### config.mk
export PLATFORM = sky130hd
export DESIGN_NAME = pipe_chain
export DESIGN_NICKNAME = d
export VERILOG_FILES = /design/src/rtl/pipe_chain.sv
export SDC_FILE = /design/constraint.sdc
export NUM_CORES = 1
export LEC_CHECK = 0
export ABC_AREA = 1
export CORE_AREA = 2 2 90 92
export CTS_CLUSTER_DIAMETER = 60
export DETAILED_ROUTE_END_ITERATION = 6
export DIE_AREA = 0 0 92 94
export PLACE_DENSITY = 0.76
export SYNTH_ARGS = -nofsm -noshare
export SYNTH_HDL_FRONTEND = slang
export SYNTH_SLANG_ARGS = --single-unit
### constraint.sdc
create_clock -name clk -period 2.4 [get_ports clk]
set_input_delay 0.24 -clock clk [delete_from_list [all_inputs] [get_ports clk]]
set_output_delay 0.24 -clock clk [all_outputs]
set_load 0.02 [all_outputs]
### src/rtl/pipe_chain.sv
// Elastic register chain: DEPTH stages of WIDTH-bit payload with valid/ready
// backpressure, global flush, per-stage kill and a fence/drain mode.

module pipe_chain_stage #(
   parameter int WIDTH = 32
) (
   input  logic             clk,
   input  logic             rst,
   input  logic             i_flush,
   input  logic             i_load,
   input  logic             i_drop,
   input  logic [WIDTH-1:0] i_data,
   output logic             o_valid,
   output logic [WIDTH-1:0] o_data
);
   logic             r_valid;
   logic [WIDTH-1:0] r_data;

   // Emptied stages are zeroed so a stale payload reads as a NOP.
   always_ff @(posedge clk) begin
      if (rst || i_flush) begin
         r_valid <= 1'b0;
         r_data  <= '0;
      end else if (i_load) begin
         r_valid <= 1'b1;
         r_data  <= i_data;
      end else if (i_drop) begin
         r_valid <= 1'b0;
         r_data  <= '0;
      end
   end

   assign o_valid = r_valid;
   assign o_data  = r_data;
endmodule

module pipe_chain #(
   parameter int WIDTH = 32,
   parameter int DEPTH = 3,
   parameter int CW    = $clog2(DEPTH+1)
) (
   input  logic             clk,
   input  logic             rst,
   input  logic             in_valid,
   output logic             in_ready,
   input  logic [WIDTH-1:0] in_data,
   output logic             out_valid,
   input  logic             out_ready,
   output logic [WIDTH-1:0] out_data,
   input  logic             flush,
   input  logic [DEPTH-1:0] kill,
   input  logic             fence,
   output logic             fence_done,
   output logic [CW-1:0]    occupancy
);
   logic [DEPTH-1:0]            w_valid;
   logic [DEPTH-1:0][WIDTH-1:0] w_data;
   logic [DEPTH-1:0][WIDTH-1:0] w_src;
   logic [DEPTH-1:0]            w_live;
   logic [DEPTH-1:0]            w_rdy;
   logic [DEPTH-1:0]            w_load;
   logic [DEPTH-1:0]            w_nvalid;
   logic [CW-1:0]               w_cnt;
   logic                        w_in_ready;
   logic [CW-1:0]               r_occ;

   // Readiness ripples from the output back to the input so a full chain
   // restarts without a bubble when out_ready rises.
   always_comb begin
      w_live     = w_valid & ~kill & {DEPTH{~flush}};
      w_rdy      = '0;
      w_load     = '0;
      w_src      = '0;
      w_nvalid   = '0;
      w_cnt      = '0;
      w_rdy[DEPTH-1] = ~w_live[DEPTH-1] | out_ready;
      for (int i = DEPTH-2; i >= 0; i--)
         w_rdy[i] = ~w_live[i] | w_rdy[i+1];
      w_in_ready = w_rdy[0] & ~fence & ~flush;
      w_load[0]  = in_valid & w_in_ready;
      w_src[0]   = in_data;
      for (int i = 1; i < DEPTH; i++) begin
         w_load[i] = w_rdy[i] & w_live[i-1];
         w_src[i]  = w_data[i-1];
      end
      // A stage that is not ready must be holding a live entry.
      for (int i = 0; i < DEPTH; i++) begin
         w_nvalid[i] = ~flush & (w_load[i] | (~w_rdy[i] & w_valid[i]));
         w_cnt       = w_cnt + CW'(w_nvalid[i]);
      end
   end

   for (genvar g = 0; g < DEPTH; g++) begin : g_stage
      pipe_chain_stage #(.WIDTH(WIDTH)) u_stage (
         .clk     (clk),
         .rst     (rst),
         .i_flush (flush),
         .i_load  (w_load[g]),
         .i_drop  (w_rdy[g]),
         .i_data  (w_src[g]),
         .o_valid (w_valid[g]),
         .o_data  (w_data[g])
      );
   end

   always_ff @(posedge clk) begin
      if (rst) r_occ <= '0;
      else     r_occ <= w_cnt;
   end

   assign in_ready   = w_in_ready;
   assign out_valid  = w_live[DEPTH-1];
   assign out_data   = w_data[DEPTH-1];
   assign occupancy  = r_occ;
   assign fence_done = fence & (r_occ == '0) & ~|w_valid;
endmodule
; Yosys cells after proc, flatten, opt, wreduce, memory -nomap -nowiden
; Cells that the tools add are included.
[classes]
add_sub_neg = 2
muxes = 12
bitwise_logic = 30
n_reduce_logical = 7
[ops]
columns = cell, n
row1 = 32-bit 2-to-1 mux, 6
row2 = 1-bit AND, 13
row3 = 1-bit NOT, 8
row4 = 3-bit AND, 2
row5 = 1-bit 2-to-1 mux, 6
row6 = 1-bit bitwise OR, 6
row7 = 2-bit nonzero test, 3
row8 = 3-bit NOT, 1
row9 = 3-bit OR reduction, 1
row10 = 1-bit by 1-bit adder with 2-bit output, 1
row11 = 2-bit by 1-bit adder with 2-bit output, 1
row12 = 2-bit logical NOT, 1
row13 = 1-bit logical NOT, 1
row14 = 1-bit logical OR, 1
[totals]
ff_bits = 101
inputBits = 41
wordCells = 58

; Depth between registers and ports, before layout
; Gate-level depths: netlist of the first run.
[depth]
ltp_word = 14
ltp_mapped = 9
mapped_depth_nobuf = 9

; Hierarchy
; From an unflattened synthesis of the first run, not the netlist that was laid out.
[unflattened]
hier_cells = 469
hier_area_um2 = 4175.3
[modules_own_cells]
columns = mod, n_inst, cells_each, area_per_inst_um2
row1 = pipe_chain_stage, 3, 145, 1313.8
row2 = pipe_chain, 1, 34, 234.0

; Worst setup path before layout of the first run
; No wires, ideal clock.
[synth_path]
path_type = reg-to-reg
from = reg g_stage[2].u_stage.r_valid
to = reg r_occ[0], in the netlist occupancy[0]
setup_time_ns = 0.109
arrival_time_ns = 1.597
required_ns = 2.291
slack_ns = 0.693
stages_incl_launch_ff = 9
path_buffers = 1
synth_period_minus_slack_ns = 1.707
path_cell_list = dfxtp_1 > nand3_2 > nor2_4 > clkinv_1 > clkbuf_1 > nand2_1 > fa_1 > inv_1 > nor2_1
[synth_between]
elab_chain_cells = 13
[synth_lines]
columns = element, line_no
row1 = start: declaration, 16  ; logic r_valid;
row2 = start signal: assignment, 22  ; r_valid <= 1'b0;
row3 = start signal: assignment, 25  ; r_valid <= 1'b1;
row4 = start signal: assignment, 28  ; r_valid <= 1'b0;
row5 = 3-bit AND (2 in a row), 70  ; w_live = w_valid & ~kill & {DEPTH{~flush}};
row6 = 1-bit NOT, 76  ; w_rdy[DEPTH-1] = ~w_live[DEPTH-1] | out_ready;
row7 = 1-bit bitwise OR, 76
row8 = 1-bit bitwise OR (2 in a row), 78  ; w_rdy[i] = ~w_live[i] | w_rdy[i+1];
row9 = 1-bit AND (2 in a row), 79  ; w_in_ready = w_rdy[0] & ~fence & ~flush;
row10 = 1-bit AND, 80  ; w_load[0] = in_valid & w_in_ready;
row11 = 1-bit bitwise OR, 88  ; w_nvalid[i] = ~flush & (w_load[i] | (~w_rdy[i] & w_valid[i]));
row12 = 1-bit AND, 88
row13 = 1-bit by 1-bit adder with 2-bit output, 89  ; w_cnt = w_cnt + CW'(w_nvalid[i]);
row14 = 2-bit by 1-bit adder with 2-bit output (*), 89
row15 = net w_cnt[0], 63  ; logic [CW-1:0] w_cnt;
row16 = end signal: assignment, 108  ; else r_occ <= w_cnt;
row17 = end: declaration, 65  ; logic [CW-1:0] r_occ;
; Mark *: on every way through the listed nets, which the timed path passes. The rest lies on a longest branch.
; A chain may end at the register's enable or synchronous reset.

; Worst setup path after layout of the first run
[layout_path]
from = in flush
to = out in_ready
[layout_between]
elab_chain_cells = 8
[layout_lines]
columns = element, line_no
row1 = start: declaration, 50  ; input logic flush,
row2 = 1-bit NOT (*), "70, 79"
row3 = 3-bit AND, 70
row4 = 1-bit NOT, 76
row5 = 1-bit bitwise OR, 76
row6 = 1-bit bitwise OR (2 in a row), 78
row7 = 1-bit AND, 79
row8 = 1-bit AND (*), 79
row9 = end: declaration, 45  ; output logic in_ready,
; Mark *: on every way between the ends. The rest lies on a longest branch, timed or not.

==> metrics.md, run 1 <==
| Metric | Value |
|---|---|
| RePlAce Congestion | `0.8557` |
| Final hold viol count | `0` |
| Vias in the first global route | `3037` |
| Initial antenna violation count | `0` |
| Max cap viols | `0` |
| Arr. time, crit path | `2.02 ns` |
| Worst Path Required | `2.16 ns` |
| Wire length on met1 | `4436 um` |
| Htree depth | `3` |
| Syn. warnings | `0` |
| CP Class | `primary input to output port` |
| Vias | `3374` |
| Global-route wire length before repair | `14520 um` |
| Core Region | `7607 sq um` |
| Clock Pin Slew Worst Setup and Hold Paths | `0.09 ns` |
| # diodes | `0` |
| Achievable Freq | `442.9 MHz` |
| Clock Latency Late Sink | `0.36 ns` |
| Final Max Tran Viols | `0` |
| Synth top cells by count | `nand2_1 (104), dfxtp_1 (101), a21oi_1 (98)` |
| Fin nets | `569` |
| Power per cell area | `603.7 nW/um^2` |
| Crit share post-route | `0.9408` |
| Total track usage | `0.2109` |
| P&R area growth vs syn | `27.45%` |
| Routed wl met3 | `429 um` |
| Post-synth EDFFs | `0` |
| Port Buffer Count | `77` |
| Final ANT Viol Nets | `0` |
| Worst Path Max Fanout | `4` |
| Cts repair resizes | `0` |
| Reg2Reg Depth | `7` |
| Syn_area_per_cell | `8.037 sq um` |
| Clock Skew | `0.01706 ns` |
| Drt total wl | `8893 um` |
| CTS Sinks | `101` |
| RSZ-0062 raised after global routing | `no` |
| DR top layer | `met4` |
| Hold Crit Depth | `3` |
| Shortest period the worst path allows | `2.258 ns` |
| Cells after Synth | `468` |
| WL met2 | `3875 um` |
| Main synth FF type | `dfxtp_1` |
| Cell taking the most area after synthesis | `dfxtp_1` |
| Yosys reg bits | `101` |
| Post-CTS Hold Fix Bufs | `0` |
| GRT overflow | `0` |
| Count of cell types in the netlist | `20` |
| HP Class | `primary input to flop` |
| Drt pass-1 iters | `5` |
| Status | `completed` |
| Remaining DRCs | `0` |
| Critical Path End Type | `output port` |
| HPWL after DPL | `5856 um` |
| Clock root cell | `clkbuf_8` |
| Via density | `5.330` |
| Die width | `92 um` |
| Share of layout cells above drive strength 1 | `0.06780` |
| CTS tree | `built` |
| Syn nets | `510` |
| Async S/R FF share, synth | `0` |
| Startpoint Class | `primary input` |
| Setup violators final | `0` |
| Setup repair bufs after CTS | `0` |
| Peak supply drop | `0.3407 mV` |
| Routed len/inst | `14.05 um` |
| Initial Util | `0.4944` |
| Rows | `32` |
| Synth area leaders | `dfxtp_1 (54%), a21oi_1 (13%), nand2_1 (10%)` |
| Leakage | `1.500 nW` |
| Post-Route Setup TNS | `0 ns` |
| Overall Power | `2.894 mW` |
| Slew at the pin closest to its max-slew limit | `0.4823 ns` |
| Largest net degree at the start of global routing | `99` |
| Height of the die | `94 um` |
| Clk buf depth | `2` |
| Synthesized area | `3761 sq um` |
| Num CTS Buffers | `9` |
| Total Die Area | `8648 sq um` |
| Top-count cell post-synth | `nand2_1` |
| First DRT Iteration DRCs | `310` |
| Post-synth top area share | `0.5376` |
| Ports | `78` |
| Worst slew margin | `0.6780` |
| Sequential area share after synthesis | `0.5376` |
==> worst paths after layout <==
kind                                       from  slack, ns                       endpoint
setup / recovery                          flush       0.14                       in_ready
hold / removal                      in_data[23]       0.46  g_stage[0].u_stage.o_data[23]
setup reg to reg     g_stage[1].u_stage.o_valid       0.47   g_stage[0].u_stage.o_data[4]
hold reg to reg   g_stage[2].u_stage.o_data[28]       0.47  g_stage[2].u_stage.o_data[28]
==> metrics by stage <==
stage	cells	setup slack, ns	cell area (sq um)	util	hold WS (ns)
CTS	633	0.1536	4793	0.6301	0.4514
global route	633	0.06190	4793	0.6301	0.4721
finish	633	0.1421	4793	0.6301	0.4617
global placement	618	0.1553	4602	0.6049	0.4528
detailed placement	618	0.02262	4602	0.6049	0.4554
floorplan	468	0.6933	3761	-	0.3114
==> cells in the final DEF, fill, tap and decap left out, drive strengths merged <==
cell / synthesis / routed
nand2: 105 / 105
dfxtp: 101 / 101
a21oi: 98 / 98
clkdlybuf4s50: 0 / 77
nand3: 67 / 67
nand4: 32 / 32
inv: 13 / 13
buf: 14 / 12
clkbuf: 27 / 12
nor2: 6 / 6
nor3: 2 / 2
clkinv: 1 / 2
nor4: 1 / 1
fa: 1 / 1
bufinv: 0 / 1
clkinvlp: 0 / 1
==> report_power, final <==
group | internal (mW) | switching (mW)
Sequential | 1.68 | 0.00424
Combinational | 0.0775 | 0.0716
Clock | 0.508 | 0.552
Total | 2.27 | 0.627
==> metal layers <==
layer | vias to the layer above | GRT usage
met5 | - | 0
met4 | 0 | 0.08209
met3 | 13 | 0.03210
met2 | 107 | 0.3156
met1 | 1540 | 0.3070
li1 | 1714 | -
==> sequential cells by signal (all words and copies together) (netlist names) <==
signal,count
g_stage.u_stage.o_valid,3
occupancy,2
g_stage.u_stage.o_data,96
==> area by class of cell <==
class | instances | area [sq um]
Fill cell | 681 | 2814
Multi-Input combinational cell | 312 | 1526
Clock inverter | 3 | 46.29
Clock buffer | 12 | 145.1
Inverter | 14 | 52.55
Sequential cell | 101 | 2022
Tap cell | 102 | 127.6
Timing Repair Buffer | 89 | 873.3
==> worst max-delay path: stages <==
cell	delay, ns
clkdlybuf4s50_1	0.56
inv_2	0.14
nand3_2	0.10
nor2_4	0.16
nand3_2	0.14
nand2_1	0.10
inv_1	0.05
clkdlybuf4s50_1	0.53
==> cells by family (layout without fill, tap and decap cells) <==
logic type | after synthesis | in the layout | synth area share
AO/OA/AOI/OAI | 98 | 98 | 0.1304
adder cells (fa/ha/maj) | 1 | 1 | 0.005323
AND/OR/NAND/NOR | 213 | 213 | 0.2671
flip-flops | 101 | 101 | 0.5376
buffers and inverters | 55 | 118 | 0.05955
Note: power is estimated with default switching activity, not from simulation.
==> run 2, diff against run 1 <==
Settings changed: CORE_AREA 2 2 90 92 to 2 2 95 88, DIE_AREA 0 0 92 94 to 0 0 97 90.
==> run 2 against run 1 <==
  * Die area rose by 0.95%
  * Worst hold slack better by 0.0020 ns
  * Fmax rose by 4.4%
  * Largest cell class unchanged
  * Largest power group unchanged
==> metrics.md, run 2 (same netlist as run 1, synthesis figures left out) <==
| Metric | Value |
|---|---|
| Hold Path Sink | `g_stage[0].u_stage.o_data[1]` |
| Htree depth | `3 (unchanged)` |
| Slew at the pin closest to its max-slew limit | `0.5357 ns (+0.05339 ns)` |
| Die width | `97 um (+5.4%)` |
| Post-Route Setup TNS | `0 ns (unchanged)` |
| Max cap viols | `0 (unchanged)` |
| Routed len/inst | `13.99 um (-0.39%)` |
| Worst Path Required | `2.16 ns (about the same)` |
| Largest register FFs | `96 (unchanged)` |
| Hold Crit Start | `in_data[1]` |
| Arr. time, crit path | `1.92 ns (-0.10 ns)` |
| Peak supply drop | `0.2504 mV (-27%)` |
| Final ANT Viol Nets | `0 (unchanged)` |
| Achievable Freq | `462.6 MHz (+4.4%)` |
| Critical Path End Type | `output port` |
| FF-to-FF Start | `g_stage[0].u_stage.o_valid` |
| Final hold viol count | `0 (unchanged)` |
| # fillers | `696 (+2.2%)` |
| RSZ-0062 raised after global routing | `no` |
| P&R area growth vs syn | `27.58%` |
| Shortest period the worst path allows | `2.162 ns (-0.09604 ns)` |
| CTS Sinks | `101 (unchanged)` |
| Hold Crit Depth | `3 (unchanged)` |
| # diodes | `0 (unchanged)` |
| Vias | `3377 (+0.089%)` |
| Setup violators final | `0 (unchanged)` |
| Clock Pin Slew Worst Setup and Hold Paths | `0.09 ns (about the same)` |
| Largest net degree at the start of global routing | `61 (-38%)` |
| Num CTS Buffers | `9 (unchanged)` |
| Clk buf depth | `2 (unchanged)` |
| Fin nets | `569 (unchanged)` |
| Worst Path Max Fanout | `2 (-2)` |
| Drt pass-1 iters | `4 (-1)` |
| Clock Latency Late Sink | `0.36 ns (about the same)` |
| Total track usage | `0.2010 (-0.009908)` |
| GRT overflow | `0 (unchanged)` |
| Crit share post-route | `0.9008 (-0.04002)` |
| Vias in the first global route | `2974 (-2.1%)` |
| CTS tree | `built` |
| Status | `completed` |
| Rows | `31 (-3.1%)` |
| Drt total wl | `8816 um (-0.87%)` |
| Clock root cell | `clkbuf_8` |
| Leakage | `1.499 nW (about the same)` |
| Port Buffer Count | `77 (unchanged)` |
| Reg-to-reg slack, setup | `0.71 ns (+0.24 ns)` |
| Worst slew margin | `0.6424 (-0.03565)` |
| Reg2Reg Depth | `8 (+1)` |
| HP Class | `primary input to flop` |
| Fin util | `0.6155 (-0.01463)` |
| Post-CTS Hold Fix Bufs | `0 (unchanged)` |
| Startpoint Class | `flop` |
| First DRT Iteration DRCs | `252 (-19%)` |
| Most common cell after layout, fill and taps aside | `nand2_1` |
| Ports | `78 (unchanged)` |
| Height of the die | `90 um (-4.3%)` |
| Power per cell area | `606.7 nW/um^2 (+0.49%)` |
| Via density | `5.360 (+0.57%)` |
| Initial antenna violation count | `0 (unchanged)` |
| Total Die Area | `8730 sq um (+0.95%)` |
| Final Max Tran Viols | `0 (unchanged)` |
| Setup repair bufs after CTS | `0 (unchanged)` |
| Share of layout cells above drive strength 1 | `0.06968 (+0.001883)` |
| CP Class | `flop to output port` |
| HPWL after DPL | `6126 um (+4.6%)` |
| Cts repair resizes | `0 (unchanged)` |
| RePlAce Congestion | `0.8287 (-3.2%)` |
| Remaining DRCs | `0 (unchanged)` |
| Clock Skew | `0.01162 ns (-0.005437 ns)` |
| Core Region | `7796 sq um (+2.5%)` |
| Initial Util | `0.4824 (-0.01198)` |
| Global-route wire length before repair | `14310 um (-1.5%)` |
| Worst R2R End | `occupancy[0]` |
| Highest-count cells in the layout ignoring fill and taps | `nand2_1 (103), dfxtp_1 (101), a21oi_1 (98), clkdlybuf4s50_1 (77), nand3_1 (65)` |
==> run 2: critical path: stages, from the launching register on <==
cell,delay [ns]
dfxtp_1,0.34
nor2_1,0.16
nand2_1,0.08
nor4_1,0.29
clkdlybuf4s50_1,0.69
==> run 2: routing by layer <==
| layer | GRT usage | routed length (um) |
|---|---|---|
| met5 | 0 | 0 |
| met4 | 0.07746 | 140 |
| met3 | 0.03810 | 525 |
| met2 | 0.2836 | 3819 |
| met1 | 0.3027 | 4330 |
==> run 2: area by class of cell <==
class                           count  area (sq um)  area share
Clock buffer                       12         155.1     0.03233
Timing Repair Buffer               89         873.3      0.1820
Inverter                           14         52.55     0.01095
Clock inverter                      3         45.04    0.009387
Tap cell                           99         123.9     0.02581
Multi-Input combinational cell    312          1526      0.3181
Sequential cell                   101          2022      0.4214
==> run 2: metrics by stage <==
stage / hold WS (ns) / instance area, sq um / std cells / setup WS (ns) / total power [mW]
finish: 0.4637 / 4798 / 630 / 0.2382 / 2.911
global route: 0.4682 / 4798 / 630 / 0.1512 / 3.003
CTS: 0.4542 / 4798 / 630 / 0.2409 / 2.929
detailed placement: 0.4558 / 4598 / 615 / 0.2496 / 1.876
global placement: 0.4536 / 4598 / 615 / 0.2699 / 1.874
floorplan: 0.3114 / 3761 / 468 / 0.6933 / 1.781
==> run 2: worst max-delay path by stage <==
stage	endpoint	start
CTS	in_ready	flush
finish	fence_done	occupancy[1]
global placement	in_ready	flush
global route	in_ready	flush
floorplan	occupancy[0]	g_stage[2].u_stage.o_valid
detailed placement	in_ready	flush
==> run 2: power breakdown <==
part           switching [mW]  internal (mW)
combinational          0.0728         0.0795
sequential            0.00394           1.68
clock                   0.540          0.534
